## config.mk

```make
export PLATFORM = sky130hd
export DESIGN_NAME = pool_controller
export DESIGN_NICKNAME = d
export VERILOG_FILES = /design/src/rtl/pool_ctrl_pkg.sv /design/src/rtl/pool_serializer.sv /design/src/rtl/pool_controller.sv
export SDC_FILE = /design/constraint.sdc
export NUM_CORES = 1
export LEC_CHECK = 0
export ABC_AREA = 1
export CAP_MARGIN = 20
export CORE_ASPECT_RATIO = 2
export CORE_MARGIN = 3
export CORE_UTILIZATION = 50
export CTS_CLUSTER_SIZE = 40
export DETAILED_ROUTE_END_ITERATION = 12
export PLACE_DENSITY = 0.8
export SKIP_CTS_REPAIR_TIMING = 1
export SYNTH_ARGS = -nofsm -noshare
export SYNTH_HDL_FRONTEND = slang
export SYNTH_HIERARCHICAL = 1
export SYNTH_SLANG_ARGS = --single-unit
```

## constraint.sdc

```tcl
create_clock -name clock -period 2.9 [get_ports clock]
set_input_delay 0.87 -clock clock [delete_from_list [all_inputs] [get_ports clock]]
set_output_delay 0.87 -clock clock [all_outputs]
set_load 0.02 [all_outputs]
```

## src/rtl/pool_ctrl_pkg.sv

```systemverilog
// Shared state type and sizing helpers for the bit-pool controller.
package pool_ctrl_pkg;

   // Controller states: wait for a request, arm the pool, stream the
   // snapshot out, then hold the pool cleared for one cycle before re-arming.
   typedef enum logic [1:0] {
      ST_IDLE  = 2'd0,
      ST_FILL  = 2'd1,
      ST_DRAIN = 2'd2,
      ST_CLEAR = 2'd3
   } ctrl_state_e;

   // Number of output words needed to carry one pool (ceiling division).
   function automatic int calc_nwords(input int pool_width, input int out_width);
      return (pool_width + out_width - 1) / out_width;
   endfunction

   // Width of the word index; a single-word pool still needs one bit.
   function automatic int calc_index_width(input int nwords);
      return (nwords > 1) ? $clog2(nwords) : 1;
   endfunction

endpackage

```

## src/rtl/pool_serializer.sv

```systemverilog
// Holds a snapshot of the pool and streams it out LSB-word first over a
// valid/ready handshake. The final word is zero-padded above POOL_WIDTH.
module pool_serializer
   import pool_ctrl_pkg::*;
#(
   parameter int POOL_WIDTH = 100,
   parameter int OUT_WIDTH  = 8
) (
   input  logic                  clock,
   input  logic                  reset_n,
   input  logic                  load,
   input  logic                  flush,
   input  logic [POOL_WIDTH-1:0] pool_data,
   input  logic                  dout_ready,
   output logic [OUT_WIDTH-1:0]  dout,
   output logic                  dout_valid,
   output logic                  last_accept
);

   localparam int NWORDS = calc_nwords(POOL_WIDTH, OUT_WIDTH);
   localparam int IDX_W  = calc_index_width(NWORDS);
   localparam int PAD_W  = NWORDS * OUT_WIDTH;
   localparam logic [IDX_W-1:0] LAST_IDX = IDX_W'(NWORDS - 1);

   logic [PAD_W-1:0]     shadow_q;
   logic [PAD_W-1:0]     shadow_d;
   logic [IDX_W-1:0]     index_q;
   logic [IDX_W-1:0]     index_d;
   logic [OUT_WIDTH-1:0] dout_q;
   logic [OUT_WIDTH-1:0] dout_d;
   logic                 valid_q;
   logic                 valid_d;

   logic [PAD_W-1:0]     padded_data;
   logic [IDX_W-1:0]     index_next;
   logic                 accept;
   logic [OUT_WIDTH-1:0] shadow_words [NWORDS];

   // Slice the shadow register into output words so word k is addressable by index.
   for (genvar k = 0; k < NWORDS; k++) begin : g_words
      assign shadow_words[k] = shadow_q[k*OUT_WIDTH +: OUT_WIDTH];
   end

   assign accept      = valid_q & dout_ready;
   assign index_next  = index_q + 1'b1;
   assign last_accept = accept & (index_q == LAST_IDX);
   assign dout        = dout_q;
   assign dout_valid  = valid_q;

   // Zero-extend the incoming pool so bits at or above POOL_WIDTH read as 0.
   always_comb begin
      padded_data                  = '0;
      padded_data[POOL_WIDTH-1:0]  = pool_data;
   end

   // Snapshot on load, then step through the words as each one is accepted.
   always_comb begin
      shadow_d = shadow_q;
      index_d  = index_q;
      dout_d   = dout_q;
      valid_d  = valid_q;
      if (flush) begin
         valid_d = 1'b0;
      end else if (load) begin
         shadow_d = padded_data;
         index_d  = '0;
         dout_d   = padded_data[OUT_WIDTH-1:0];
         valid_d  = 1'b1;
      end else if (accept) begin
         if (index_q == LAST_IDX) begin
            valid_d = 1'b0;
         end else begin
            index_d = index_next;
            dout_d  = shadow_words[index_next];
         end
      end
   end

   // Registered snapshot, index and output word so dout is glitch-free.
   always_ff @(posedge clock or negedge reset_n) begin
      if (!reset_n) begin
         shadow_q <= '0;
         index_q  <= '0;
         dout_q   <= '0;
         valid_q  <= 1'b0;
      end else begin
         shadow_q <= shadow_d;
         index_q  <= index_d;
         dout_q   <= dout_d;
         valid_q  <= valid_d;
      end
   end

endmodule

```

## src/rtl/pool_controller.sv

```systemverilog
// Sequences one bit pool: arm it, wait for full, snapshot and stream the
// contents out, and repeat for the requested number of pools.
module pool_controller
   import pool_ctrl_pkg::*;
#(
   parameter int POOL_WIDTH  = 100,
   parameter int OUT_WIDTH   = 8,
   parameter int COUNT_WIDTH = 16
) (
   input  logic                   clock,
   input  logic                   reset_n,
   input  logic                   start,
   input  logic [COUNT_WIDTH-1:0] n_pools,
   input  logic                   abort,
   input  logic                   pool_full,
   input  logic [POOL_WIDTH-1:0]  pool_data,
   output logic                   pool_enable,
   output logic [OUT_WIDTH-1:0]   dout,
   output logic                   dout_valid,
   input  logic                   dout_ready,
   output logic                   busy,
   output logic                   done,
   output logic [COUNT_WIDTH-1:0] pools_done
);

   ctrl_state_e            state_q;
   ctrl_state_e            state_d;
   logic [COUNT_WIDTH-1:0] n_pools_q;
   logic [COUNT_WIDTH-1:0] n_pools_d;
   logic [COUNT_WIDTH-1:0] pools_done_q;
   logic [COUNT_WIDTH-1:0] pools_done_d;
   logic                   done_q;
   logic                   done_d;

   logic [COUNT_WIDTH-1:0] pools_inc;
   logic                   load;
   logic                   flush;
   logic                   last_accept;

   pool_serializer #(
      .POOL_WIDTH (POOL_WIDTH),
      .OUT_WIDTH  (OUT_WIDTH)
   ) u_serializer (
      .clock       (clock),
      .reset_n     (reset_n),
      .load        (load),
      .flush       (flush),
      .pool_data   (pool_data),
      .dout_ready  (dout_ready),
      .dout        (dout),
      .dout_valid  (dout_valid),
      .last_accept (last_accept)
   );

   // Enable and busy decode straight from the registered state so they never glitch.
   assign pool_enable = (state_q == ST_FILL);
   assign busy        = (state_q != ST_IDLE);
   assign done        = done_q;
   assign pools_done  = pools_done_q;

   // Saturating increment: the completed-pool count sticks at all ones.
   assign pools_inc = (&pools_done_q) ? pools_done_q : pools_done_q + 1'b1;

   // Next-state logic; abort overrides everything, including a same-cycle start.
   always_comb begin
      state_d      = state_q;
      n_pools_d    = n_pools_q;
      pools_done_d = pools_done_q;
      done_d       = 1'b0;
      load         = 1'b0;
      flush        = 1'b0;
      if (abort) begin
         state_d = ST_IDLE;
         flush   = 1'b1;
      end else begin
         case (state_q)
            ST_IDLE: begin
               if (start && (n_pools != '0)) begin
                  n_pools_d    = n_pools;
                  pools_done_d = '0;
                  state_d      = ST_FILL;
               end
            end
            ST_FILL: begin
               if (pool_full) begin
                  load    = 1'b1;
                  state_d = ST_DRAIN;
               end
            end
            ST_DRAIN: begin
               if (last_accept) begin
                  pools_done_d = pools_inc;
                  if (pools_inc == n_pools_q) begin
                     state_d = ST_IDLE;
                     done_d  = 1'b1;
                  end else begin
                     state_d = ST_CLEAR;
                  end
               end
            end
            ST_CLEAR: begin
               state_d = ST_FILL;
            end
            default: begin
               state_d = ST_IDLE;
            end
         endcase
      end
   end

   // State, run length, progress counter and the done pulse register.
   always_ff @(posedge clock or negedge reset_n) begin
      if (!reset_n) begin
         state_q      <= ST_IDLE;
         n_pools_q    <= '0;
         pools_done_q <= '0;
         done_q       <= 1'b0;
      end else begin
         state_q      <= state_d;
         n_pools_q    <= n_pools_d;
         pools_done_q <= pools_done_d;
         done_q       <= done_d;
      end
   end

endmodule
```

# [Yosys cells after proc, flatten, opt, wreduce, memory -nomap -nowiden]
# Index checks and enable logic that the tools add are counted.
[word_totals] ff_bits=148 latchBits=0 mem_bits_rw=0 mem_bits_ro=0 input_bits=122 output_inout_bits=28 wordCells=73 n_memories=0
[classes] n_addsub=2 mul=0 n_div=0 order_cmp=1 n_eq_ne=11 shift=0 muxes=31 bitwise_logic=5 n_reduce_logical=15
[ops] cell="16-bit 2-to-1 mux" n=3
[ops] cell="8-bit 2-to-1 mux" n=5
[ops] cell="8-bit binary-select mux with 4-bit select" n=1
[ops] cell="16-bit case mux with 2 select lines" n=1
[ops] cell="16-bit by 1-bit adder with 16-bit output (second input constant)" n=1
[ops] cell="16-bit == test" n=1
[ops] cell="16-bit AND reduction" n=1
[ops] cell="16-bit nonzero test" n=1
[ops] cell="1-bit 2-to-1 mux" n=12
[ops] cell="4-bit 2-to-1 mux" n=3
[ops] cell="2-bit 2-to-1 mux" n=5
[ops] cell="3-bit != test (second input constant)" n=3
[ops] cell="3-bit AND reduction" n=3
[ops] cell="2-bit case mux with 4 select lines" n=1
[ops] cell="2-bit != test (second input constant)" n=3
[ops] cell="2-bit nonzero test" n=3
[ops] cell="3-bit nonzero test" n=2
[ops] cell="5-bit >= comparator (second input constant)" n=1
[ops] cell="4-bit NOT with 5-bit output" n=1
[ops] cell="4-bit by 1-bit adder with 4-bit output (second input constant)" n=1
[ops] cell="2-bit == test (second input constant)" n=2
[ops] cell="4-bit == test (second input constant)" n=1
[ops] cell="2-bit AND reduction" n=2
[ops] cell="4-bit AND reduction" n=1
[ops] cell="other kinds (5)" n=7

# [Logic depth before layout (Yosys ltp)]
[depth] ltp_word=8 mapped_depth=17

# [By module]
# Netlist, hierarchy kept.
[by_module_without_submodules] module="pool_serializer" instances=1 cells_per_inst=741 area_per_inst_um2=5597.9
[by_module_without_submodules] module="pool_controller" instances=1 cells_per_inst=367 area_per_inst_um2=2433.6

# [Worst setup path before layout]
# OpenSTA, ideal clock, no wires.
[synth_path] path_type="input to register" startpoint="input port abort" endpoint="register u_serializer.index_q[0]" setup_time_ps=122 t_arrival_ps=2034 required_ps=2778 path_slack_ps=744 path_stages=9 path_buffers=1 path_cell_list="nor3_1 > inv_2 > nor2_8 > inv_4 > nand2_4 > inv_4 > buf_6 > nor2_1 > a21oi_1"
[synth_between] elab_chain_cells=3 elab_cells_between_ends=7 classes_between="eq/ne: 1; mux: 3; bitwise: 1; reduce/logical: 2"
[synth_rtl] element="from (decl)" line="pool_controller.sv:14" source="input logic abort,"
[synth_rtl] element="1-bit 2-to-1 mux" line="pool_controller.sv:72" source="if (abort) begin"
[synth_rtl] element="2-bit != test (no source line) (tied with other cells)"
[synth_rtl] element="3-bit AND reduction (no source line)"
[synth_rtl] element="to (signal assigned)" line="pool_serializer.sv:88" source="index_q <= index_d;"
[synth_rtl] element="to (decl)" line="pool_serializer.sv:27" source="logic [IDX_W-1:0] index_q;"
# Several ways; a longest one is shown, not always the timed one.
# A chain may end at the register's enable or synchronous reset.

# [Worst setup path in the final report]
[layout_path] startpoint="register pools_done_q[1] (netlist: pools_done[1])" endpoint="register state_q[1]"
[layout_between] elab_chain_cells=7 elab_cells_between_ends=8 classes_between="add/sub: 1; eq/ne: 1; mux: 5; reduce/logical: 1"
[layout_rtl] element="from (decl)" line="pool_controller.sv:30" source="logic [COUNT_WIDTH-1:0] pools_done_q;"
[layout_rtl] element="from (signal assigned)" line="pool_controller.sv:121" source="pools_done_q <= pools_done_d;"
[layout_rtl] element="16-bit by 1-bit adder with 16-bit output or 16-bit AND reduction (tied branches)" line="pool_controller.sv:62" source="assign pools_inc = (&pools_done_q) ? pools_done_q : pools_done_q + 1'b1;"
[layout_rtl] element="16-bit 2-to-1 mux *" line="pool_controller.sv:62"
[layout_rtl] element="16-bit == test *" line="pool_controller.sv:93" source="if (pools_inc == n_pools_q) begin"
[layout_rtl] element="2-bit 2-to-1 mux *" line="pool_controller.sv:93"
[layout_rtl] element="2-bit 2-to-1 mux *" line="pool_controller.sv:91" source="if (last_accept) begin"
[layout_rtl] element="2-bit case mux with 4 select lines *" line="pool_controller.sv:76" source="case (state_q)"
[layout_rtl] element="2-bit 2-to-1 mux *" line="pool_controller.sv:72"
[layout_rtl] element="to (signal assigned)" line="pool_controller.sv:119" source="state_q <= state_d;"
[layout_rtl] element="to (decl)" line="pool_controller.sv:26" source="ctrl_state_e state_q;"
# Mark *: on every way between the ends. The rest lies on a longest branch, timed or not. The select of a mux whose other input is x is not followed.

==> parameters.txt <==
Parameter                              Value

Setup path
  Critical path type ... flip-flop to flip-flop
  Kind of start point of the critical path ... flip-flop
  Endpoint required time on the critical path ... 3.21 ns
  Launch instance of the worst register-to-register path ... pools_done[1]
  Crit Reg-Reg Endpoint ... state_q[1]
  Element type at the critical path end ... flip-flop
  Cells on worst reg2reg path ... 14
  Data arrival time of the critical path ... 3.01 ns
  Largest fanout on the critical path ... 6
  R2r setup slk ... 0.20 ns

Global routing
  Global-route wire length before repair ... 35.4 mm
  Antenna violations before repair ... 0
  Grt ovf ... 0
  Global routing usage summed across all routing layers ... 0.266
  Pin count of the biggest net entering global routing ... 75
  Via count of the first global-routing pass ... 7,347

STA
  Max Fclk ... 370 MHz
  Hold Fails Final Rpt ... 0
  Unrepaired setup endpoints after global routing ... false
  Max-slew violation count ... 0
  Total Negative Setup Slacks ... 0 ns
  Worst slew pin tran ... 0.575 ns
  Setup Skew ... 0.00873 ns
  Final worst path period share ... 0.931
  Number of setup violations in the final report ... 0
  Relative slew slack ... 0.617
  Time the final worst path needs with I/O delays and setup ... 2.70 ns

Logic synthesis
  Mapped Avg Cell Area ... 7.25 sq um
  Flip-flop and latch count after synthesis ... 148
  Sequential element share of the synthesized area ... 0.461
  Area of the mapped netlist ... 8030 sq um
  Synthesized instance count ... 1,108
  Mapped Nets ... 1,236
  Synth Warn # ... 6
  Post-synth cell types ... 33

Detailed routing
  DR vias ... 7,706
  Wire length reported by the detailed router ... 23.1 mm
  Number of iterations in the first detailed-routing pass ... 6
  Detailed-route vias per instance ... 5.26
  Number of nets with antenna violations after detailed routing ... 0
  Post-DR wirelength/cell ... 15.7 um
  DRC Markers ... 0
  DRT iter0 DRCs ... 465

Pwr
  Final Power ... 9440 uW
  Fraction of power consumed by sequential logic ... 0.348
  Switching power total ... 3890 uW
  IR drop worst, VDD ... 556 uV
  Switching share of power ... 0.412
  Combinational fraction of design power ... 0.431
  Internal power consumption ... 5550 uW
  Leakage ... 0.00501 uW
  PD cells ... 918 nW/um^2
  Clock power frac ... 0.221

Cells and area
  Share of final-layout standard cells stronger than drive strength 1 ... 0.0742
  Area growth from synthesis to layout ... 28.1%
  Layout Nets ... 1,381
  Diodes inserted ... 0

Floorplan
  Die outline area ... 17,700 sq um
  Count of boundary I/O pins ... 150
  Rows ... 64
  Placeable Area ... 15,500 sq um
  Vertical die dimension ... 185 um
  Chip Width ... 95.6 um
  Starting density of the core ... 0.517

Worst hold path
  Hold/Removal Path Class ... input pin to async pin

Clocking
  Cts bufs inserted ... 17
  Buffer depth of the longest clock path ... 2
  Clk_lat worst skew ... 0.42 ns
  TritonCTS clock tree ... yes
  Clock Pin Slew Worst Setup and Hold Paths ... 0.07 ns
  Clk sink count ... 148
  CTS root buf ... sky130_fd_sc_hd__clkbuf_16
  H-tree lvl count ... 4

Placement
  Routability cong. ... 0.993
  Sum of net half-perimeters after detailed placement ... 17.7 mm
  IO buf count ... 149

Run status
  Run status ... finished, final reports clean

Job
  Number of maximum-capacitance constraint violations ... 0
## synthesized netlist by cell type, drive strengths merged
master	n	area (sq um)
nand2	396	1530
and2	1	6.26
or2	1	6.26
buf	36	250
xor2	1	8.76
clkbuf	13	48.8
nand3	115	601
dfrtp	148	3700
o22ai	7	43.8
o211ai	8	60.1
inv	150	571
nor4	2	12.5
nor3	2	10.0
nand3b	3	22.5
o21ai	126	631
nand4	15	93.8
clkinv	1	3.75
xnor2	1	8.76
a21oi	7	35.0
ha	6	75.1
nor2	69	314
## flip-flops by register name, indices dropped and copies added, names as in the netlist
name	count
done	1
n_pools_q	16
pools_done	16
state_q	2
u_serializer/dout	8
u_serializer/dout_valid	1
u_serializer/index_q	4
u_serializer/shadow_q	100
## critical path, stage by stage, from the launching register on
cell and delay, ns:
sky130_fd_sc_hd__dfrtp_1 0.42, sky130_fd_sc_hd__ha_1 0.35, sky130_fd_sc_hd__inv_1 0.10, sky130_fd_sc_hd__nor2_2 0.18, sky130_fd_sc_hd__nand4_1 0.41, sky130_fd_sc_hd__nand3_1 0.28, sky130_fd_sc_hd__nand2_1 0.07, sky130_fd_sc_hd__nand2_1 0.19
sky130_fd_sc_hd__nand3_1 0.10, sky130_fd_sc_hd__nor2_1 0.16, sky130_fd_sc_hd__nand3_1 0.11, sky130_fd_sc_hd__nand2_1 0.07, sky130_fd_sc_hd__nand2_1 0.05, sky130_fd_sc_hd__nand2_1 0.05, sky130_fd_sc_hd__nand2_1 0.05
## area by class of cell
class                           instances  area (sq um)
Clock inverter                         15           141
Inverter                              151           574
Clock buffer                           17           425
Multi-Input combinational cell        760          3460
Timing Repair Buffer                  175          1740
Fill cell                            1340          5240
Sequential cell                       148          3700
Tap cell                              198           248
## logic make-up (layout without fill, tap and decap cells)
| group | after synthesis | count (layout) | share of synthesized area |
|---|---|---|---|
| XOR/XNOR | 2 | 2 | 0.00218 |
| adder cells (fa/ha/maj) | 6 | 6 | 0.00935 |
| buffers and inverters | 200 | 358 | 0.109 |
| AND/OR/NAND/NOR | 604 | 604 | 0.323 |
| AO/OA/AOI/OAI | 148 | 148 | 0.0958 |
| flip-flops | 148 | 148 | 0.461 |
## power groups by stage
stage	combinational (uW)	clock (uW)	sequential, uW
2_1_floorplan	2770	0	3280
4_1_cts	4050	2130	3280
6_report	4070	2090	3280
3_3_place_gp	3960	0	3280
3_5_place_dp	4010	0	3310
5_1_grt	4540	2220	3360
## worst max path at each step
stage             startpoint                       to  slack, ns  cells after the start
3_5_place_dp     n_pools[13]           pools_done[10]       0.14                     11
3_3_place_gp     n_pools[13]           pools_done[15]       0.17                     11
6_report       pools_done[1]               state_q[1]       0.20                     14
4_1_cts           state_q[1]                     busy       0.22                      4
5_1_grt        pools_done[1]               state_q[1]       0.02                     16
2_1_floorplan          abort  u_serializer/index_q[0]       0.74                      9
## per-layer routing
metal	vias to the layer above	routed length, um	track usage
li1	3770	-	-
met1	3584	7840	0.272
met2	269	12600	0.486
met3	83	1020	0.0382
met4	0	1560	0.173
met5	-	0	0
## metrics by stage
| step | instance area (sq um) | hold WS, ns | cells | utilization | worst slack (ns) |
|---|---|---|---|---|---|
| floorplan | 8030 | 0.443 | 1108 | - | 0.744 |
| global placement | 9720 | 0.456 | 1432 | 0.626 | 0.171 |
| detailed placement | 9720 | 0.459 | 1432 | 0.626 | 0.138 |
| CTS | 10300 | 0.443 | 1464 | 0.662 | 0.223 |
| global route | 10300 | 0.462 | 1464 | 0.662 | 0.0202 |
| finish | 10300 | 0.430 | 1464 | 0.662 | 0.200 |
## cell usage in the layout (no fill, tap or decap), types with 15 or more instances in the layout
cell type / instances
sky130_fd_sc_hd__buf_4: 22
sky130_fd_sc_hd__clkbuf_16: 17
sky130_fd_sc_hd__clkdlybuf4s50_1: 148
sky130_fd_sc_hd__dfrtp_1: 147
sky130_fd_sc_hd__inv_1: 144
sky130_fd_sc_hd__nand2_1: 386
sky130_fd_sc_hd__nand3_1: 110
sky130_fd_sc_hd__nand4_1: 15
sky130_fd_sc_hd__nor2_1: 58
sky130_fd_sc_hd__o21ai_0: 124
Power figures use the tool's default switching activity.
